===== src/rtl/uart_frame_decoder.sv =====
// Parses SOF/LEN/payload/CHK frames, buffers the payload, and releases it on a good checksum.
// Status pulses one cycle after the deciding byte; payload drains valid/ready, and bytes received while draining are dropped.
module uart_frame_decoder #(
  parameter logic [7:0] SOF_BYTE = 8'h55,
  parameter int         MAX_LEN  = 16
) (
  input  logic       i_Clock,
  input  logic       i_Reset_n,
  input  logic       i_Rx_DV,
  input  logic [7:0] i_Rx_Byte,
  output logic       o_Data_Valid,
  output logic [7:0] o_Data_Byte,
  output logic       o_Data_Last,
  input  logic       i_Data_Ready,
  output logic       o_Frame_Ok,
  output logic       o_Frame_Err,
  output logic       o_Overrun,
  output logic       o_Busy
);

  localparam int         IW        = (MAX_LEN > 1) ? $clog2(MAX_LEN) : 1;
  localparam logic [7:0] MAX_LEN_B = 8'(MAX_LEN);

  typedef enum logic [2:0] {IDLE, GET_LEN, GET_PAYLOAD, GET_CHK, DRAIN} state_t;

  state_t        state, state_nxt;
  logic [7:0]    len, chk;
  logic [IW-1:0] wr_idx, rd_idx, rd_nxt;
  logic [7:0]    mem [MAX_LEN];

  logic len_bad, pay_last, rd_last, chk_match, xfer;
  logic ok_set, err_set, ovr_set;

  assign len_bad   = (i_Rx_Byte == 8'd0) || (i_Rx_Byte > MAX_LEN_B);
  assign pay_last  = (8'(wr_idx) == len - 8'd1);
  assign rd_last   = (8'(rd_idx) == len - 8'd1);
  assign chk_match = (chk == i_Rx_Byte);
  assign xfer      = o_Data_Valid && i_Data_Ready;
  assign rd_nxt    = rd_idx + 1'b1;

  always_ff @(posedge i_Clock or negedge i_Reset_n) begin
    if (!i_Reset_n) state <= IDLE;
    else            state <= state_nxt;
  end

  always_comb begin
    state_nxt = state;
    case (state)
      IDLE:        if (i_Rx_DV && i_Rx_Byte == SOF_BYTE) state_nxt = GET_LEN;
      GET_LEN:     if (i_Rx_DV) state_nxt = len_bad ? IDLE : GET_PAYLOAD;
      GET_PAYLOAD: if (i_Rx_DV && pay_last) state_nxt = GET_CHK;
      GET_CHK:     if (i_Rx_DV) state_nxt = chk_match ? DRAIN : IDLE;
      DRAIN:       if (xfer && rd_last) state_nxt = IDLE;
      default:     state_nxt = IDLE;
    endcase
  end

  always_comb begin
    o_Busy  = (state != IDLE);
    ok_set  = 1'b0;
    err_set = 1'b0;
    ovr_set = 1'b0;
    case (state)
      GET_LEN: err_set = i_Rx_DV && len_bad;
      GET_CHK: begin
        ok_set  = i_Rx_DV && chk_match;
        err_set = i_Rx_DV && !chk_match;
      end
      DRAIN:   ovr_set = i_Rx_DV;
      default: ;
    endcase
  end

  // Payload storage carries no reset; stale contents are never presented.
  always_ff @(posedge i_Clock) begin
    if (state == GET_PAYLOAD && i_Rx_DV) mem[wr_idx] <= i_Rx_Byte;
  end

  always_ff @(posedge i_Clock or negedge i_Reset_n) begin
    if (!i_Reset_n) begin
      len          <= 8'd0;
      chk          <= 8'd0;
      wr_idx       <= '0;
      rd_idx       <= '0;
      o_Data_Valid <= 1'b0;
      o_Data_Byte  <= 8'd0;
      o_Data_Last  <= 1'b0;
      o_Frame_Ok   <= 1'b0;
      o_Frame_Err  <= 1'b0;
      o_Overrun    <= 1'b0;
    end else begin
      o_Frame_Ok  <= ok_set;
      o_Frame_Err <= err_set;
      o_Overrun   <= ovr_set;
      case (state)
        GET_LEN: if (i_Rx_DV && !len_bad) begin
          len    <= i_Rx_Byte;
          chk    <= i_Rx_Byte;
          wr_idx <= '0;
        end
        GET_PAYLOAD: if (i_Rx_DV) begin
          chk <= chk ^ i_Rx_Byte;
          if (!pay_last) wr_idx <= wr_idx + 1'b1;
        end
        GET_CHK: if (i_Rx_DV && chk_match) begin
          o_Data_Valid <= 1'b1;
          o_Data_Byte  <= mem['0];
          o_Data_Last  <= (len == 8'd1);
          rd_idx       <= '0;
        end
        DRAIN: if (xfer) begin
          if (rd_last) begin
            o_Data_Valid <= 1'b0;
            o_Data_Last  <= 1'b0;
          end else begin
            rd_idx      <= rd_nxt;
            o_Data_Byte <= mem[rd_nxt];
            o_Data_Last <= (8'(rd_idx) + 8'd2 == len);
          end
        end
        default: wr_idx <= '0;
      endcase
    end
  end

endmodule

===== config.mk =====
export PLATFORM = sky130hd
export DESIGN_NAME = uart_frame_decoder
export DESIGN_NICKNAME = d
export VERILOG_FILES = /design/src/rtl/uart_frame_decoder.sv
export SDC_FILE = /design/constraint.sdc
export NUM_CORES = 1
export LEC_CHECK = 0
export BUFFER_PORTS_ARGS = -buffer_cell sky130_fd_sc_hd__buf_2
export CAP_MARGIN = 20
export CORE_MARGIN = 3
export CORE_UTILIZATION = 40
export DETAILED_ROUTE_END_ITERATION = 7
export PLACE_DENSITY_LB_ADDON = 0.3
export SLEW_MARGIN = 25
export SYNTH_ARGS = -nofsm -noshare
export SYNTH_HDL_FRONTEND = slang
export SYNTH_SLANG_ARGS = --single-unit
export TNS_END_PERCENT = 50

===== constraint.sdc =====
create_clock -name i_Clock -period 2.6 [get_ports i_Clock]
set_input_delay 0 -clock i_Clock [delete_from_list [all_inputs] [get_ports i_Clock]]
set_output_delay 0 -clock i_Clock [all_outputs]
set_load 0.02 [all_outputs]

==> flow_summary_export.csv <==
group,metric,value,unit
grt,grt_antenna_before_repair,0,
clocking,clock_tree.root_cell,"clkbuf_16",
route,drt_pre_antenna_iters,5,
hold_path,hold_path_startpoint,"i_Rx_Byte[6]",
run_status,run_status,"finished, final reports clean",
power_and_ir_drop,switchingPower,0.00115,W
synthesis,netlist_top_cells_area,"edfxtp_1 52%, dfrtp_1 14%, mux4_2 8.6%, nand2_1 3.9%, xnor2_1 2.4%",
final_layout,antennaDiodeCount,0,
setup_path,critical_path_peak_fanout,12,
clocking,cts_htree_levels,4,
synthesis,netlist_instances,497,
timing,timing.final.max_slew_violations,0,
timing,timing.final.setup_violations,0,
route,detail_route.wirelength,16300,µm
setup_path,worst_path_max_delay_cell,"dfrtp_1",
setup_path,cp.buffers_inverters,2,
setup_path,reg2regPathDepth,9,
timing,tns,0,ps
timing,whs,17.2,ps
timing,grt_setup_unrepaired,"no",
power_and_ir_drop,power.switching_fraction,0.208,
setup_path,critPathLaunchType,"flop",
setup_path,critPathRequiredTime,2910,ps
synthesis,ys_dominant_reg_cell,"edfxtp_1",
grt,global_route_usage_over_all_layers,0.170,
placed_design,port_buffers,25,
setup_path,cp.arrival,2680,ps
synthesis,netlist_area,7360,µm²
timing,final.period_utilization,0.912,
hold_path,min-delay-path-class,"in -> reg",
timing,timing.final.crit_period,2370,ps
die,fp.coreArea,17700,µm²
die,initial_utilization,0.417,
synthesis,async_reset_ff_frac,0.238,
grt,grt_pass1_wl,25500,µm
synthesis,synth_top_area_frac,0.523,
synthesis,synth_edf_count,128,
clocking,latest_clock_arrival_within_the_worst_skew_pair,430,ps
synthesis,syn_nets,517,
synthesis,synthesis.area_per_instance,14.8,µm²
synthesis,post_synth_num_cell_types,46,
setup_path,worst-setup-path-type,"reg -> reg",
grt,grt_max_degree,41,
power_and_ir_drop,comb_power_share,0.030,
setup_path,crit_path_end_kind,"flop",
clocking,numClockSinks,168,
clocking,worst_setup_hold_path_clk_slew,70,ps
synthesis,ys_seq_elements,168,
setup_path,rr_startpoint,"len[1]",
power_and_ir_drop,internal_power,0.00440,W
timing,hold_violations,0,
synthesis,ys.warnings.count,0,
grt,grt-ovfl-total,0,
die,total_die_area,20100,µm²
power_and_ir_drop,seq_power_share,0.528,
die,ioPinCount,26,
grt,first_global_vias,4462,
power_and_ir_drop,ir_worst_vdd,0.370,mV
hold_path,whs_path_depth,2,
route,route.detailed.vias_per_inst,5.53,
final_layout,most-common-layout-cells,"128 x edfxtp_1, 77 x nand2_1, 39 x dfrtp_1, 38 x buf_4, 28 x mux4_2",
power_and_ir_drop,p_leak,3.16,nW
final_layout,finish.net_count,584,
hold_path,worstHoldEndpoint,"mem[8][6]",
synthesis,cell_taking_the_most_area_after_synthesis,"edfxtp_1",
placed_design,hpwlAfterDp,10500,µm
timing,fmax,0.422,GHz
route,wl_per_cell,20.3,µm
die,rows,48,
setup_path,timing.rr.end,"o_Data_Byte[4]",
setup_path,first_element_of_the_critical_path,"len[1]",
power_and_ir_drop,powerDensity,644,nW/µm²
route,route.detailed.drc,0,
final_layout,flow.area_growth_from_synthesis,17.2,%
route,ant_nets,0,
setup_path,worst_path_largest_cell_delay,350,ps
power_and_ir_drop,p_clk_frac,0.442,
final_layout,mostFrequentLayoutCell,"edfxtp_1",
run,drv.max_cap_violation_count,0,
setup_path,critical_path.cell_chain,"inv_1 -> ha_1 -> o21bai_1 -> a211o_1 -> a311oi_4 -> nand3_2 -> a41o_1 -> buf_4 -> mux2_4",
route,drt_iter0_markers,452,
timing,worst-slew-pin-transition,700,ps
timing,worst_clock_skew,8.06,ps
die,die_height,142,µm
setup_path,critPathTopFamily,"compound AO/OA/AOI/OAI gates",
route,vias,4429,
timing,worst_slew_margin_rel,0.532,
clocking,cts-buffers-inserted,17,
synthesis,synth_sequential_area_ratio,0.659,
setup_path,regToRegSetupSlack,230,ps
die,die_x,142,µm
final_layout,drive_above_1_share,0.250,
clocking,cts-root-to-sink-buffers,2,
clocking,tritoncts,"done",
placed_design,finalWeightedCongestion,0.827,
[flip-flops by register name, summed over array words and instances, names as in the netlist, 3 cells and up]
signal / flops
state: 3
o_Data_Byte: 8
mem: 128
wr_idx: 4
len: 8
rd_idx: 4
chk: 8
[area by class of cell]
type / instances / area [µm²]
clock buffer: 18 / 429
clock inverter: 13 / 145
fill: 1504 / 9040
inverter: 7 / 26.3
multi-input combinational: 300 / 2390
sequential: 168 / 4850
tap: 225 / 282
timing repair buffer: 70 / 505
[cells in the mapped netlist (9+ instances only)]
cell type  instances
nor3_1            11
a21oi_1           14
nand2_1           77
a31oi_1            9
dfrtp_1           40
xnor2_1           20
edfxtp_1         128
nand3_1           13
nor2_1            20
mux2_4             9
clkbuf_1          15
mux4_2            28
[logic make-up (layout without fill, tap and decap cells)]
logic type      after synthesis  count (layout)  share of synthesized area
compound gates               56              56                     0.0556
simple gates                162             162                      0.103
buf+inv                      29             108                     0.0177
xor+xnor                     27              27                     0.0321
fa+ha+maj                     8               8                     0.0136
mux                          47              47                      0.119
flops                       168             168                      0.659
[power by group through the flow]
stage	clock (W)	combinational, W	sequential, W
2_1_floorplan	0	0.0000652	0.00298
3_3_place_gp	0	0.000154	0.00298
3_5_place_dp	0	0.000160	0.00299
4_1_cts	0.00250	0.000168	0.00293
5_1_grt	0.00262	0.000185	0.00293
6_report	0.00245	0.000167	0.00293
[worst register-to-register path: stages, from the launching register on]
cell and delay, ps:
dfrtp_1 350, inv_1 60, ha_1 230, o21bai_1 170, a211o_1 330, a311oi_4 240, nand3_2 120, a41o_1 250
buf_4 200, mux2_4 310
[how the worst max path moves through the flow]
stage                      to  slack (ps)  depth (start not counted)
2_1_floorplan  o_Data_Byte[0]         160                         10
3_5_place_dp        rd_idx[3]         220                          7
4_1_cts        o_Data_Byte[7]         210                          7
5_1_grt        o_Data_Byte[4]         110                          9
3_3_place_gp   o_Data_Byte[6]         270                          9
6_report       o_Data_Byte[4]         230                          9
[routing by layer]
layer  global-route usage  wire [µm]  vias to the layer above
met5                    0          0                        -
met1                0.224       7120                     2277
li1                     -          -                     2005
met3               0.0388        756                       23
met4               0.0611        304                        0
met2                0.278       8090                      124
[what timing repair did]
action	CTS	global route
hold endpoints to repair	64	0
endpoints found under the setup margin	0	1
hold buffers	6	0
resized for setup	0	1
buffers inserted	0	0
[through the flow]
stage               area, µm²  std cells  total power (W)   util  worst slack [ps]
CTS                      8610        801          0.00560  0.488               210
global placement         7980        764          0.00314  0.452               268
global route             8620        801          0.00574  0.488               111
finish                   8620        801          0.00555  0.488               230
floorplan                7360        497          0.00305      -               160
detailed placement       7980        764          0.00315  0.452               224
(Power assumes the default switching activity.)
